File: config.mk
export PLATFORM = sky130hd
export DESIGN_NAME = cpu_sequencer_flat
export DESIGN_NICKNAME = d
export VERILOG_FILES = /design/src/rtl/cpu_sequencer_if.sv /design/src/rtl/cpu_sequencer.sv /design/src/flat_wrapper.sv
export SDC_FILE = /design/constraint.sdc
export NUM_CORES = 1
export LEC_CHECK = 0
export ABC_AREA = 0
export CORE_MARGIN = 1.5
export CORE_UTILIZATION = 40
export DETAILED_ROUTE_END_ITERATION = 6
export GPL_TIMING_DRIVEN = 0
export PLACE_DENSITY = 0.8
export SETUP_SLACK_MARGIN = 0.02
export SLEW_MARGIN = 10
export SYNTH_ARGS = -nofsm -noshare
export SYNTH_HDL_FRONTEND = slang
export SYNTH_SLANG_ARGS = --single-unit
File: constraint.sdc
create_clock -name clk -period 3.8 [get_ports clk]
set_input_delay 0.76 -clock clk [delete_from_list [all_inputs] [get_ports clk]]
set_output_delay 0.76 -clock clk [all_outputs]
set_load 0.01 [all_outputs]
File: src/rtl/cpu_sequencer_if.sv
// Control bundle between the instruction sequencer (master) and the datapath / memory side (slave).
interface cpu_sequencer_if;
    logic [3:0] opcode;
    logic       mem_ack;
    logic       ir_load;
    logic       pc_inc;
    logic [2:0] alu_op;
    logic       reg_write;
    logic       load_enable;
    logic       mem_req;
    logic       mem_we;
    logic       halted;
    logic       illegal;
    logic       mem_timeout;
    logic [7:0] retired;

    modport master (
        input  opcode, mem_ack,
        output ir_load, pc_inc, alu_op, reg_write, load_enable,
               mem_req, mem_we, halted, illegal, mem_timeout, retired
    );

    modport slave (
        output opcode, mem_ack,
        input  ir_load, pc_inc, alu_op, reg_write, load_enable,
               mem_req, mem_we, halted, illegal, mem_timeout, retired
    );
endinterface

File: src/rtl/cpu_sequencer.sv
// Multi-cycle instruction sequencer with a bounded data-memory wait.
// Optional feature macro SEQ_SINGLE_STEP_EN adds the step input and the STEP_WAIT state.
//
// state     | meaning
// FETCH     | pulse ir_load, capture next instruction
// DECODE    | classify opcode, pick next state
// EXEC      | ALU writeback, retire
// MEM       | hold mem_req until mem_ack or MEM_TIMEOUT waits elapse
// HALT      | parked until reset
// STEP_WAIT | idle until step (single-step builds only)
module cpu_sequencer #(
    parameter int MEM_TIMEOUT = 15
) (
    input  logic clk,
    input  logic reset,
`ifdef SEQ_SINGLE_STEP_EN
    input  logic step,
`endif
    cpu_sequencer_if.master bus
);

`ifdef SEQ_SINGLE_STEP_EN
    typedef enum logic [2:0] {S_FETCH, S_DECODE, S_EXEC, S_MEM, S_HALT, S_STEP_WAIT} state_t;
    localparam state_t S_IDLE = S_STEP_WAIT;
`else
    typedef enum logic [2:0] {S_FETCH, S_DECODE, S_EXEC, S_MEM, S_HALT} state_t;
    localparam state_t S_IDLE = S_FETCH;
`endif

    localparam logic [3:0] TMO = 4'(MEM_TIMEOUT);

    state_t     r_state;
    state_t     w_next;
    logic [3:0] r_wait;
    logic       r_is_store;
    logic [7:0] r_retired;
    logic       r_illegal;

    logic w_is_alu, w_is_load, w_is_store, w_is_halt, w_is_mem, w_illegal;
    logic w_ir_load, w_pc_inc, w_reg_write, w_load_enable, w_mem_req, w_mem_we;
    logic w_timeout, w_retire, w_halted;

    assign w_is_alu   = ~bus.opcode[3];
    assign w_is_load  = (bus.opcode == 4'b1000);
    assign w_is_store = (bus.opcode == 4'b1001);
    assign w_is_halt  = (bus.opcode == 4'b1111);
    assign w_is_mem   = w_is_load | w_is_store;
    assign w_illegal  = bus.opcode[3] & ~w_is_mem & ~w_is_halt;

    always_comb begin
        w_next        = r_state;
        w_ir_load     = 1'b0;
        w_pc_inc      = 1'b0;
        w_reg_write   = 1'b0;
        w_load_enable = 1'b0;
        w_mem_req     = 1'b0;
        w_mem_we      = 1'b0;
        w_timeout     = 1'b0;
        w_retire      = 1'b0;
        w_halted      = 1'b0;
        case (r_state)
            S_FETCH: begin
                w_ir_load = 1'b1;
                w_next    = S_DECODE;
            end
            S_DECODE: begin
                if (w_is_alu)       w_next = S_EXEC;
                else if (w_is_mem)  w_next = S_MEM;
                else if (w_is_halt) w_next = S_HALT;
                else                w_next = S_IDLE;
            end
            S_EXEC: begin
                w_reg_write = 1'b1;
                w_pc_inc    = 1'b1;
                w_retire    = 1'b1;
                w_next      = S_IDLE;
            end
            S_MEM: begin
                // The request is withdrawn in the extra cycle after the last permitted wait.
                if (r_wait != TMO) begin
                    w_mem_req = 1'b1;
                    w_mem_we  = r_is_store;
                end
                if (bus.mem_ack) begin
                    w_pc_inc      = 1'b1;
                    w_retire      = 1'b1;
                    w_reg_write   = ~r_is_store;
                    w_load_enable = ~r_is_store;
                    w_next        = S_IDLE;
                end else if (r_wait == TMO) begin
                    w_timeout = 1'b1;
                    w_pc_inc  = 1'b1;
                    w_next    = S_IDLE;
                end
            end
            S_HALT: begin
                w_halted = 1'b1;
            end
`ifdef SEQ_SINGLE_STEP_EN
            S_STEP_WAIT: begin
                if (step) w_next = S_FETCH;
            end
`endif
            default: w_next = S_IDLE;
        endcase
    end

    always_ff @(posedge clk) begin
        if (reset) begin
            r_state    <= S_IDLE;
            r_wait     <= 4'd0;
            r_is_store <= 1'b0;
            r_retired  <= 8'd0;
            r_illegal  <= 1'b0;
        end else begin
            r_state   <= w_next;
            // Illegal opcodes are flagged from a register so no enable follows opcode combinationally.
            r_illegal <= (r_state == S_DECODE) & w_illegal;
            if (r_state == S_DECODE) begin
                r_wait     <= 4'd0;
                r_is_store <= w_is_store;
            end else if (r_state == S_MEM && r_wait != TMO) begin
                r_wait <= r_wait + 4'd1;
            end
            if (w_retire) r_retired <= r_retired + 8'd1;
        end
    end

    assign bus.ir_load     = w_ir_load & ~reset;
    assign bus.pc_inc      = (w_pc_inc | r_illegal) & ~reset;
    assign bus.reg_write   = w_reg_write & ~reset;
    assign bus.load_enable = w_load_enable & ~reset;
    assign bus.mem_req     = w_mem_req & ~reset;
    assign bus.mem_we      = w_mem_we & ~reset;
    assign bus.mem_timeout = w_timeout & ~reset;
    assign bus.illegal     = r_illegal & ~reset;
    assign bus.halted      = w_halted & ~reset;
    assign bus.retired     = r_retired;
`ifdef SEQ_SINGLE_STEP_EN
    assign bus.alu_op = (bus.opcode[3] || r_state == S_STEP_WAIT) ? 3'd0 : bus.opcode[2:0];
`else
    assign bus.alu_op = bus.opcode[3] ? 3'd0 : bus.opcode[2:0];
`endif

endmodule

File: src/flat_wrapper.sv
// flat-port wrapper written by rule: the top's interface ports become plain ports
module cpu_sequencer_flat 
#(
    parameter int MEM_TIMEOUT = 15
)
  (clk, reset, bus_opcode, bus_mem_ack, bus_ir_load, bus_pc_inc, bus_alu_op, bus_reg_write, bus_load_enable, bus_mem_req, bus_mem_we, bus_halted, bus_illegal, bus_mem_timeout, bus_retired);
  cpu_sequencer_if bus_i ();
  input  logic clk;
  input  logic reset;
  input wire logic [$bits(bus_i.opcode)-1:0] bus_opcode;
  input wire logic [$bits(bus_i.mem_ack)-1:0] bus_mem_ack;
  output wire logic [$bits(bus_i.ir_load)-1:0] bus_ir_load;
  output wire logic [$bits(bus_i.pc_inc)-1:0] bus_pc_inc;
  output wire logic [$bits(bus_i.alu_op)-1:0] bus_alu_op;
  output wire logic [$bits(bus_i.reg_write)-1:0] bus_reg_write;
  output wire logic [$bits(bus_i.load_enable)-1:0] bus_load_enable;
  output wire logic [$bits(bus_i.mem_req)-1:0] bus_mem_req;
  output wire logic [$bits(bus_i.mem_we)-1:0] bus_mem_we;
  output wire logic [$bits(bus_i.halted)-1:0] bus_halted;
  output wire logic [$bits(bus_i.illegal)-1:0] bus_illegal;
  output wire logic [$bits(bus_i.mem_timeout)-1:0] bus_mem_timeout;
  output wire logic [$bits(bus_i.retired)-1:0] bus_retired;
  assign bus_i.opcode = bus_opcode;
  assign bus_i.mem_ack = bus_mem_ack;
  assign bus_ir_load = bus_i.ir_load;
  assign bus_pc_inc = bus_i.pc_inc;
  assign bus_alu_op = bus_i.alu_op;
  assign bus_reg_write = bus_i.reg_write;
  assign bus_load_enable = bus_i.load_enable;
  assign bus_mem_req = bus_i.mem_req;
  assign bus_mem_we = bus_i.mem_we;
  assign bus_halted = bus_i.halted;
  assign bus_illegal = bus_i.illegal;
  assign bus_mem_timeout = bus_i.mem_timeout;
  assign bus_retired = bus_i.retired;
  cpu_sequencer #(.MEM_TIMEOUT(MEM_TIMEOUT)) u_core (.clk(clk), .reset(reset), .bus(bus_i));
endmodule
==> flow_summary.yaml, run 1 <==
worst_setup_path:
  crit_path_frequent_cell: "clkdlybuf4s50_1"
  crit_buf_inv: 4
  path_max_fanout: 10
  max_stage_delay_ns: 0.55
  crit_required_ns: 3.04
  slowest_stage: "clkdlybuf4s50_1"
  worstPathCellList: "clkdlybuf4s50_1 -> buf_2 -> buf_1 -> nor2_1 -> clkdlybuf4s50_1"
  critical_path_class: "input pin to output pin"
  endpoint_kind: "output pin"
  crit_family: "buffers and inverters"
  critPathLaunchType: "input pin"
  crit_arrival_ns: 2.55
die:
  die_x_um: 51.8
  start_util: 0.426
  dieArea_um2: 2680
  fp-row-count: 17
  io_pins: 27
  core_um2: 2230
  die_h_um: 51.8
detailed_routing:
  firstDrtPassIters: 4
  drc: 0
  routed_via_density: 5.19
  vias: 866
  initialDrtViolationCount: 16
  routed_wl_um: 1980
  postRouteAntennaNets: 0
  wire_per_inst_um: 11.9
grt:
  grt_util_met2: 0.295
  grt_pass1_vias: 827
  antenna_found_initial: 0
  grtUsageMet1: 0.210
  grt_pass1_wl_um: 3470
  grt_overflow: 0
  met3_usage: 0.0431
  grt_usage: 0.175
  grt_max_degree: 11
  grt_most_used_layer: "met2"
cells_and_area:
  fillers: 207
  final_nets: 149
  drive_gt1_frac: 0.122
  area_delta_synth_final_pct: 33.9
  diodes: 0
  design_area_um2: 1270
power_and_ir_drop:
  power.share.switching: 0.281
  power.density_nw_per_um2: 274
  internal_power_uw: 251
  p_leak_nw: 0.468
  pwr-share-clk: 0.290
  vdd_ir_drop_max_uv: 195
  switchingPower_uw: 97.8
  comb_power_share: 0.178
  seq_power_share: 0.532
yosys:
  synthTopCellsByArea: "dfxtp_1 (36%), nor2_1 (6.3%), xnor2_1 (4.6%)"
  synthDistinctLibCells: 36
  ys.flop_type: "dfxtp_1"
  synth_nets: 118
  yosysWarnings: 0
  ys_seq_area_frac: 0.358
  syn_avg_cell_area_um2: 8.72
  synth-seq-cells: 17
  synth_top_area_share: 0.358
  async_reset_ff_frac: 0
  synth-edff-count: 0
  syn_area_um2: 951
  synthCells: 109
  synth.largest_area_cell: "dfxtp_1"
placement:
  port_buffers: 26
  placed_area_um2: 1250
  place.gp.congestion: 0.875
  dpl.hpwl_um: 1500
clocking:
  clkSinkCount: 17
  root_buffer: "clkbuf_4"
  clkTransAtPathRegs_ns: 0.11
  cts_inserted_buffers: 3
  cts.path.max_buffers: 2
  cts_setup_buffers: 0
  cts_max_level: 1
  cts_tree: "built"
  cts_resized: 0
  clk_latency_ns: 0.30
  holdBufCountCts: 0
timing:
  slew_viol_final: 0
  finClkSkew_ns: 0.00507
  fmax_mhz: 303
  rsz0062_at_grt: "no"
  tns_ns: 0
  min_period_ns: 3.31
  worstMarginPinSlew_ns: 0.446
  slew_headroom: 0.702
  min_period_over_period: 0.870
  setup_viol: 0
  hold_viol_final: 0
worst_hold_path:
  hold_path_class: "flip-flop to flip-flop"
run:
  drv_cap: 0
outcome:
  outcome: "complete, no violations"
-- worst min-delay path: stages (launching register included) --
cell     delay, ns
dfxtp_1       0.33
nand2_1       0.05
a21oi_1       0.05
-- power groups by stage --
| stage | registers, mW | clock network (mW) | logic [mW] |
|---|---|---|---|
| 4_1_cts | 0.186 | 0.105 | 0.0622 |
| 6_report | 0.186 | 0.101 | 0.0620 |
| 2_1_floorplan | 0.190 | 0 | 0.0365 |
| 5_1_grt | 0.186 | 0.115 | 0.0679 |
| 3_3_place_gp | 0.190 | 0 | 0.0611 |
| 3_5_place_dp | 0.190 | 0 | 0.0616 |
-- state kept, by name, indices dropped and copies added, names as in the netlist --
register and cells:
u_core.r_state 3, u_core.r_wait 4, u_core.r_illegal 1, u_core.r_is_store 1, u_core.bus.retired 8
-- metal layers --
layer / wire [um] / part of all wire
met2: 890 / 0.45
met5: 0 / 0
met1: 942 / 0.48
met4: 36 / 0.018
met3: 114 / 0.057
-- worst paths after layout --
check | from | to | slack, ns | depth (start not counted)
worst max-delay path | reset | bus_pc_inc | 0.49 | 5
worst min-delay path | u_core.r_is_store$_SDFFE_PP0P_ | u_core.r_is_store$_SDFFE_PP0P_ | 0.47 | 2
worst max register to register | u_core.r_wait[0]$_SDFFE_PP0N_ | u_core.r_state[1]$_SDFFE_PP0P_ | 2.31 | 4
worst min register to register | u_core.r_is_store$_SDFFE_PP0P_ | u_core.r_is_store$_SDFFE_PP0P_ | 0.47 | 2
-- final cells by class --
cell class	instances	area [um^2]	share of cell area
clock buffers	3	22.5	0.0177
repair buffers	26	260	0.204
flip-flops and latches	17	340	0.267
clock inverters	1	5.00	0.00393
plain buffers	5	32.5	0.0255
well taps	28	35.0	0.0275
multi-input cells	87	578	0.454
-- through the flow --
stage	setup slack [ns]	instances	hold slack (ns)	total power, mW	util
6_report	0.495	167	0.467	0.349	0.570
5_1_grt	0.420	167	0.496	0.369	0.570
3_3_place_gp	0.504	163	0.457	0.251	0.558
4_1_cts	0.488	167	0.471	0.352	0.570
2_1_floorplan	1.64	109	0.435	0.226	-
3_5_place_dp	0.501	163	0.456	0.251	0.558
-- cells by family after synthesis --
logic type / Yosys count / synth area share
AO/OA/AOI/OAI: 11 / 0.0829
AND/OR/NAND/NOR: 64 / 0.399
adder cells (fa/ha/maj): 2 / 0.0263
XOR/XNOR: 8 / 0.0737
multiplexers: 2 / 0.0263
flip-flops: 17 / 0.358
buffers and inverters: 5 / 0.0342
-- synth_stat cells (3+ instances only) --
cell      count
dfxtp_1      17
nor2_1       16
nand2_1       7
nand3_1       7
nor3_1        7
nor2b_1       5
xnor2_1       5
a211oi_1      3
a21oi_1       3
nand2b_1      3
nor4_1        3
xor2_1        3
-- cells in the final DEF, fill, tap and decap left out, drive strengths merged, types with 3 or more instances in the layout --
cell and count:
nor3 8, nor2b 5, dfxtp 17, nor4 4
buf 5, nand2 7, xnor2 5, clkdlybuf4s50 26
nor2 16, a21oi 3, xor2 3, nand2b 4
clkbuf 3, a211oi 3, nand3 7
Power figures use the tool's default switching activity.
==> run 2: changes to the inputs <==
- SKIP_CTS_REPAIR_TIMING: unset -> 1
==> results of run 2 <==
Same layout as run 1: the final DEF is identical, and so are final timing and power.
